### src/rtl/button_event_pkg.sv
// Shared types and defaults for the button event decoder.
// Timing defaults assume a 100 MHz system clock.
package button_event_pkg;

  localparam int unsigned LONG_PRESS_DEFAULT   = 32'd50_000_000;
  localparam int unsigned DOUBLE_CLICK_DEFAULT = 32'd25_000_000;

  typedef enum logic [2:0] {
    IDLE           = 3'd0,
    PRESSED        = 3'd1,
    LONG_HELD      = 3'd2,
    WAIT_SECOND    = 3'd3,
    SECOND_PRESSED = 3'd4
  } state_t;

endpackage

### src/rtl/button_edge_detect.sv
// Registers the button level and derives rise/fall strobes.
// prev clears on reset so a held button looks like a fresh rise.
module button_edge_detect (
  input  logic clk,
  input  logic reset,
  input  logic level,
  output logic rise,
  output logic fall
);

  logic prev;

  always_ff @(posedge clk or negedge reset) begin
    if (!reset) begin
      prev <= 1'b0;
    end else begin
      prev <= level;
    end
  end

  assign rise = level & ~prev;
  assign fall = ~level & prev;

endmodule

### src/rtl/button_event_decoder.sv
// Decodes a clean button level into press/release, click,
// double-click and long-press events with registered outputs.
module button_event_decoder
  import button_event_pkg::*;
#(
  parameter int unsigned LONG_PRESS_TIME     = LONG_PRESS_DEFAULT,
  parameter int unsigned DOUBLE_CLICK_WINDOW = DOUBLE_CLICK_DEFAULT
) (
  input  logic clk,
  input  logic reset,
  input  logic button_in,
  output logic press,
  output logic release_pulse,
  output logic single_click,
  output logic double_click,
  output logic long_press,
  output logic held
);

  localparam logic [31:0] LP_LAST = 32'(LONG_PRESS_TIME - 1);
  localparam logic [31:0] DC_LAST = 32'(DOUBLE_CLICK_WINDOW - 1);

  state_t      state;
  logic [31:0] cnt;
  logic        rise;
  logic        fall;

  button_edge_detect u_edge (
    .clk   (clk),
    .reset (reset),
    .level (button_in),
    .rise  (rise),
    .fall  (fall)
  );

  always_ff @(posedge clk or negedge reset) begin
    if (!reset) begin
      state         <= IDLE;
      cnt           <= '0;
      press         <= 1'b0;
      release_pulse <= 1'b0;
      single_click  <= 1'b0;
      double_click  <= 1'b0;
      long_press    <= 1'b0;
      held          <= 1'b0;
    end else begin
      press         <= rise;
      release_pulse <= fall;
      single_click  <= 1'b0;
      double_click  <= 1'b0;
      long_press    <= 1'b0;
      unique case (state)
        IDLE: begin
          if (rise) begin
            state <= PRESSED;
            cnt   <= '0;
          end
        end
        // a release on the terminal cycle beats the long press
        PRESSED: begin
          if (fall) begin
            state <= WAIT_SECOND;
            cnt   <= '0;
          end else if (cnt == LP_LAST) begin
            long_press <= 1'b1;
            held       <= 1'b1;
            state      <= LONG_HELD;
            cnt        <= '0;
          end else begin
            cnt <= cnt + 32'd1;
          end
        end
        LONG_HELD: begin
          if (fall) begin
            held  <= 1'b0;
            state <= IDLE;
          end
        end
        // a second press on the terminal cycle beats the single click
        WAIT_SECOND: begin
          if (rise) begin
            double_click <= 1'b1;
            state        <= SECOND_PRESSED;
            cnt          <= '0;
          end else if (cnt == DC_LAST) begin
            single_click <= 1'b1;
            state        <= IDLE;
            cnt          <= '0;
          end else begin
            cnt <= cnt + 32'd1;
          end
        end
        SECOND_PRESSED: begin
          if (fall) begin
            state <= IDLE;
            cnt   <= '0;
          end
        end
        default: begin
          state <= IDLE;
          cnt   <= '0;
          held  <= 1'b0;
        end
      endcase
    end
  end

endmodule

### config.mk
export PLATFORM = sky130hd
export DESIGN_NAME = button_event_decoder
export DESIGN_NICKNAME = d
export VERILOG_FILES = /design/src/rtl/button_event_pkg.sv /design/src/rtl/button_edge_detect.sv /design/src/rtl/button_event_decoder.sv
export SDC_FILE = /design/constraint.sdc
export NUM_CORES = 1
export LEC_CHECK = 0
export ABC_AREA = 1
export CAP_MARGIN = 20
export CORE_MARGIN = 2
export CORE_UTILIZATION = 39
export CTS_CLUSTER_SIZE = 25
export DETAILED_ROUTE_END_ITERATION = 8
export PLACE_DENSITY = 0.68
export SYNTH_ARGS = -nofsm -noshare
export SYNTH_HDL_FRONTEND = slang
export SYNTH_SLANG_ARGS = --single-unit
### constraint.sdc
create_clock -name clk -period 1.5 [get_ports clk]
set_input_delay 0.15 -clock clk [delete_from_list [all_inputs] [get_ports clk]]
set_output_delay 0.15 -clock clk [all_outputs]
set_load 0.01 [all_outputs]
==> impl_metrics.yaml <==
finish:
  final_nets: 534
  area_delta_synth_final_pct: 52.7
  stdcell_count: 627
  fin_area_um2: 4230
  diodes: 0
  drive_gt1_share_pct: 37.1
outcome:
  failed_checks: "negative setup slack"
  status: "complete, but fails checks"
floorplanning:
  die_area_um2: 7800
  die_height_um: 88.3
  die_x_um: 88.3
  io_pins: 9
  core-area_um2: 6830
  rows: 30
  initial_core_util_pct: 40.6
yosys:
  syn_inst: 411
  yosysUniqueCellTypes: 30
  synth_xor_xnor_area_share_pct: 3.16
  async_flop_share_pct: 100
  synth-edff-count: 0
  synthSimpleGateAreaFrac_pct: 44.1
  syn_area_per_cell_um2: 6.74
  synthMuxAreaShare_pct: 0
  netlist_area_um2: 2770
  synth_fa_ha_area_share_pct: 0.451
  ys.warnings.count: 0
  synth_top_family_by_area: "simple AND/OR/NAND/NOR gates"
  synth.most_common_cell: "nand2_1"
  synthTopCellsByArea: "dfrtp_1, nand2_1, nor2_1"
  synth.net_count: 415
  ys_seq_elements: 42
  yosys-top-cells-count: "nand2_1, nor2_1, inv_1, dfrtp_1, nand3_1"
  synth_top_area_share_pct: 37.9
  synthFlopType: "dfrtp_1"
  yosysSeqAreaShare_pct: 37.9
  synth-compound-area-share_pct: 3.52
  yosysTopAreaCell: "dfrtp_1"
placement:
  port-buffer-count: 8
  hpwl_um: 6050
  place_area_um2: 3680
  dp_cells: 602
  place.gp.congestion: 0.965
  pre_cts_ws_ns: -0.351
global_routing:
  grt_pass1_vias: 3091
  grt_max_degree: 24
  grt_usage_pct: 22.9
  grt_pass1_wl_um: 14000
  overflow: 0
  antenna_found_initial: 0
routing:
  finalWirelength_um: 8540
  dr.pass1.iters: 5
  highest_layer: "met4"
  wl_met1_um: 3830
  dr_wl_met2_um: 4130
  wl_met3_um: 351
  ant_nets: 0
  routedWlPerCell_um: 13.6
  route.detailed.drc: 0
  vias: 3140
  drtIter0Drc: 270
  vias_per_cell: 5.01
sta:
  tightest_slew_ns: 0.503
  fin_crit_sh_pct: 111
  slew_violations: 0
  fin_crit_ns: 1.66
  finalSetupViolCount: 34
  hold_violations: 0
  setup_slack_ns: -0.163
  rsz0062_at_grt: "yes"
  holdWs_ns: 0.335
  slew-limit-headroom_pct: 66.5
  fmax_mhz: 601
  skew_ns: 0.00825
setup_path:
  start_kind: "flop"
  criticalPathCategory: "flop to flop"
  end_kind: "flop"
  crit_fanout: 4
  worstPathRequired_ns: 1.74
  cp_data_arrival_time_ns: 1.90
  slowest_delay_ns: 0.41
  crit_slowest_cell: "dfrtp_1"
  r2r_setup_slack_ns: -0.16
  crit_chain: "nand3_2, buf_6, nor3_4, buf_4, nand2_4, nor2_4, nand3_1, nand2_1, o21ai_0, nor2_1"
pwr:
  p_sw_mw: 1.65
  p_int_mw: 2.79
  power_mw: 4.44
  p_clk_share_pct: 25.5
  power_frac_comb_pct: 46.0
  pwr-share-seq_pct: 28.5
  max-vdd-ir-drop_mv: 0.655
  swShare_pct: 37.2
  power.density_nw_per_um2: 1050
  leakagePower_nw: 2.11
cts:
  clockRootBuffer: "clkbuf_8"
  clockBufferDepth: 2
  htree_num_levels: 2
  clk_pin_slew_worst_paths_ns: 0.09
  cts_buffers: 5
  cts_num_sinks: 42
  cts_tree: "done"
  clk_latency_ns: 0.31
worst_hold_path:
  min_path_type: "primary input to async pin"
flow_run:
  maxCapViolCount: 0
-- metrics by stage --
step                util, %  setup TNS [ns]
floorplan                 -           -1.19
global placement       53.9           -5.78
detailed placement     53.9           -6.69
CTS                    59.6           -2.79
global route           61.9           -7.47
finish                 61.9           -4.04
-- sequential cells by signal, summed over array words and instances (netlist names) --
name / flops
single_click: 1
double_click: 1
release_pulse: 1
state: 3
press: 1
held: 1
cnt: 32
u_edge.prev: 1
long_press: 1
-- layer usage --
layer / global-route usage [%] / up-vias
met1: 30.2 / 1504
met3: 3.82 / 19
met4: 7.16 / 0
li1: - / 1534
met2: 38.7 / 83
met5: 0 / -
-- timing repair --
item	4_1_cts	5_1_grt
setup buffers	11	10
endpoints found under the hold margin	19	0
pin swaps	10	19
endpoints found under the setup margin	33	36
gates resized for setup	42	32
hold buffers	1	0
-- cell type report --
type	instances	area, um^2
fill	582	2600
clock inverter	2	60.1
multi-input combinational	298	1660
timing repair buffer	120	1010
tap	96	120
clock buffer	6	82.6
sequential	42	1050
inverter	63	241
-- critical path: cells and delay by family (launching register included) --
family,cells,cell delay (ns)
flops,1,0.41
simple gates,7,0.80
compound gates,1,0.09
buf+inv,2,0.30
-- power by group through the flow --
stage | clock network [mW] | registers, mW | logic [mW]
5_1_grt | 1.20 | 1.28 | 2.19
2_1_floorplan | 0 | 1.28 | 0.989
4_1_cts | 1.16 | 1.26 | 1.93
3_3_place_gp | 0 | 1.27 | 1.77
6_report | 1.13 | 1.27 | 2.04
3_5_place_dp | 0 | 1.28 | 1.79
-- cells by family (layout without fill, tap and decap cells) --
family / Yosys count / after routing
AO/OA/AOI/OAI: 15 / 15
AND/OR/NAND/NOR: 272 / 272
adder cells (fa/ha/maj): 1 / 1
XOR/XNOR: 10 / 10
flip-flops: 42 / 42
buffers and inverters: 71 / 191
-- placed cells by master, fill, tap and decap left out, types with 3 or more instances in the layout --
cell type        instances
buf_12                   4
nor2_1                  56
nand3_4                  3
clkdlybuf4s50_1          7
inv_2                    7
nand3_2                  8
clkbuf_8                 6
nor3_1                  15
buf_6                   11
nor2_2                  24
nand2_1                 93
inv_1                   54
o21ai_0                  4
nand4_1                 23
buf_4                   96
xor2_1                   9
nand2_2                 11
dfrtp_1                 40
nand3_1                 24
nor2_4                  10
-- final timing paths --
check                                        start                 endpoint  cells after the start
max in group asynchronous                    reset      cnt[11]$_DFFE_PN0P_                      3
worst min-delay path                         reset  release_pulse$_DFF_PN0_                      2
min in group clk                         button_in    u_edge.prev$_DFF_PN0_                      1
worst max-delay path            cnt[5]$_DFFE_PN0P_      cnt[22]$_DFFE_PN0P_                     10
worst min register to register    held$_DFFE_PN0P_         held$_DFFE_PN0P_                      1
worst max register to register  cnt[5]$_DFFE_PN0P_      cnt[22]$_DFFE_PN0P_                     10
No activity file was read; power rests on OpenSTA's default activity.
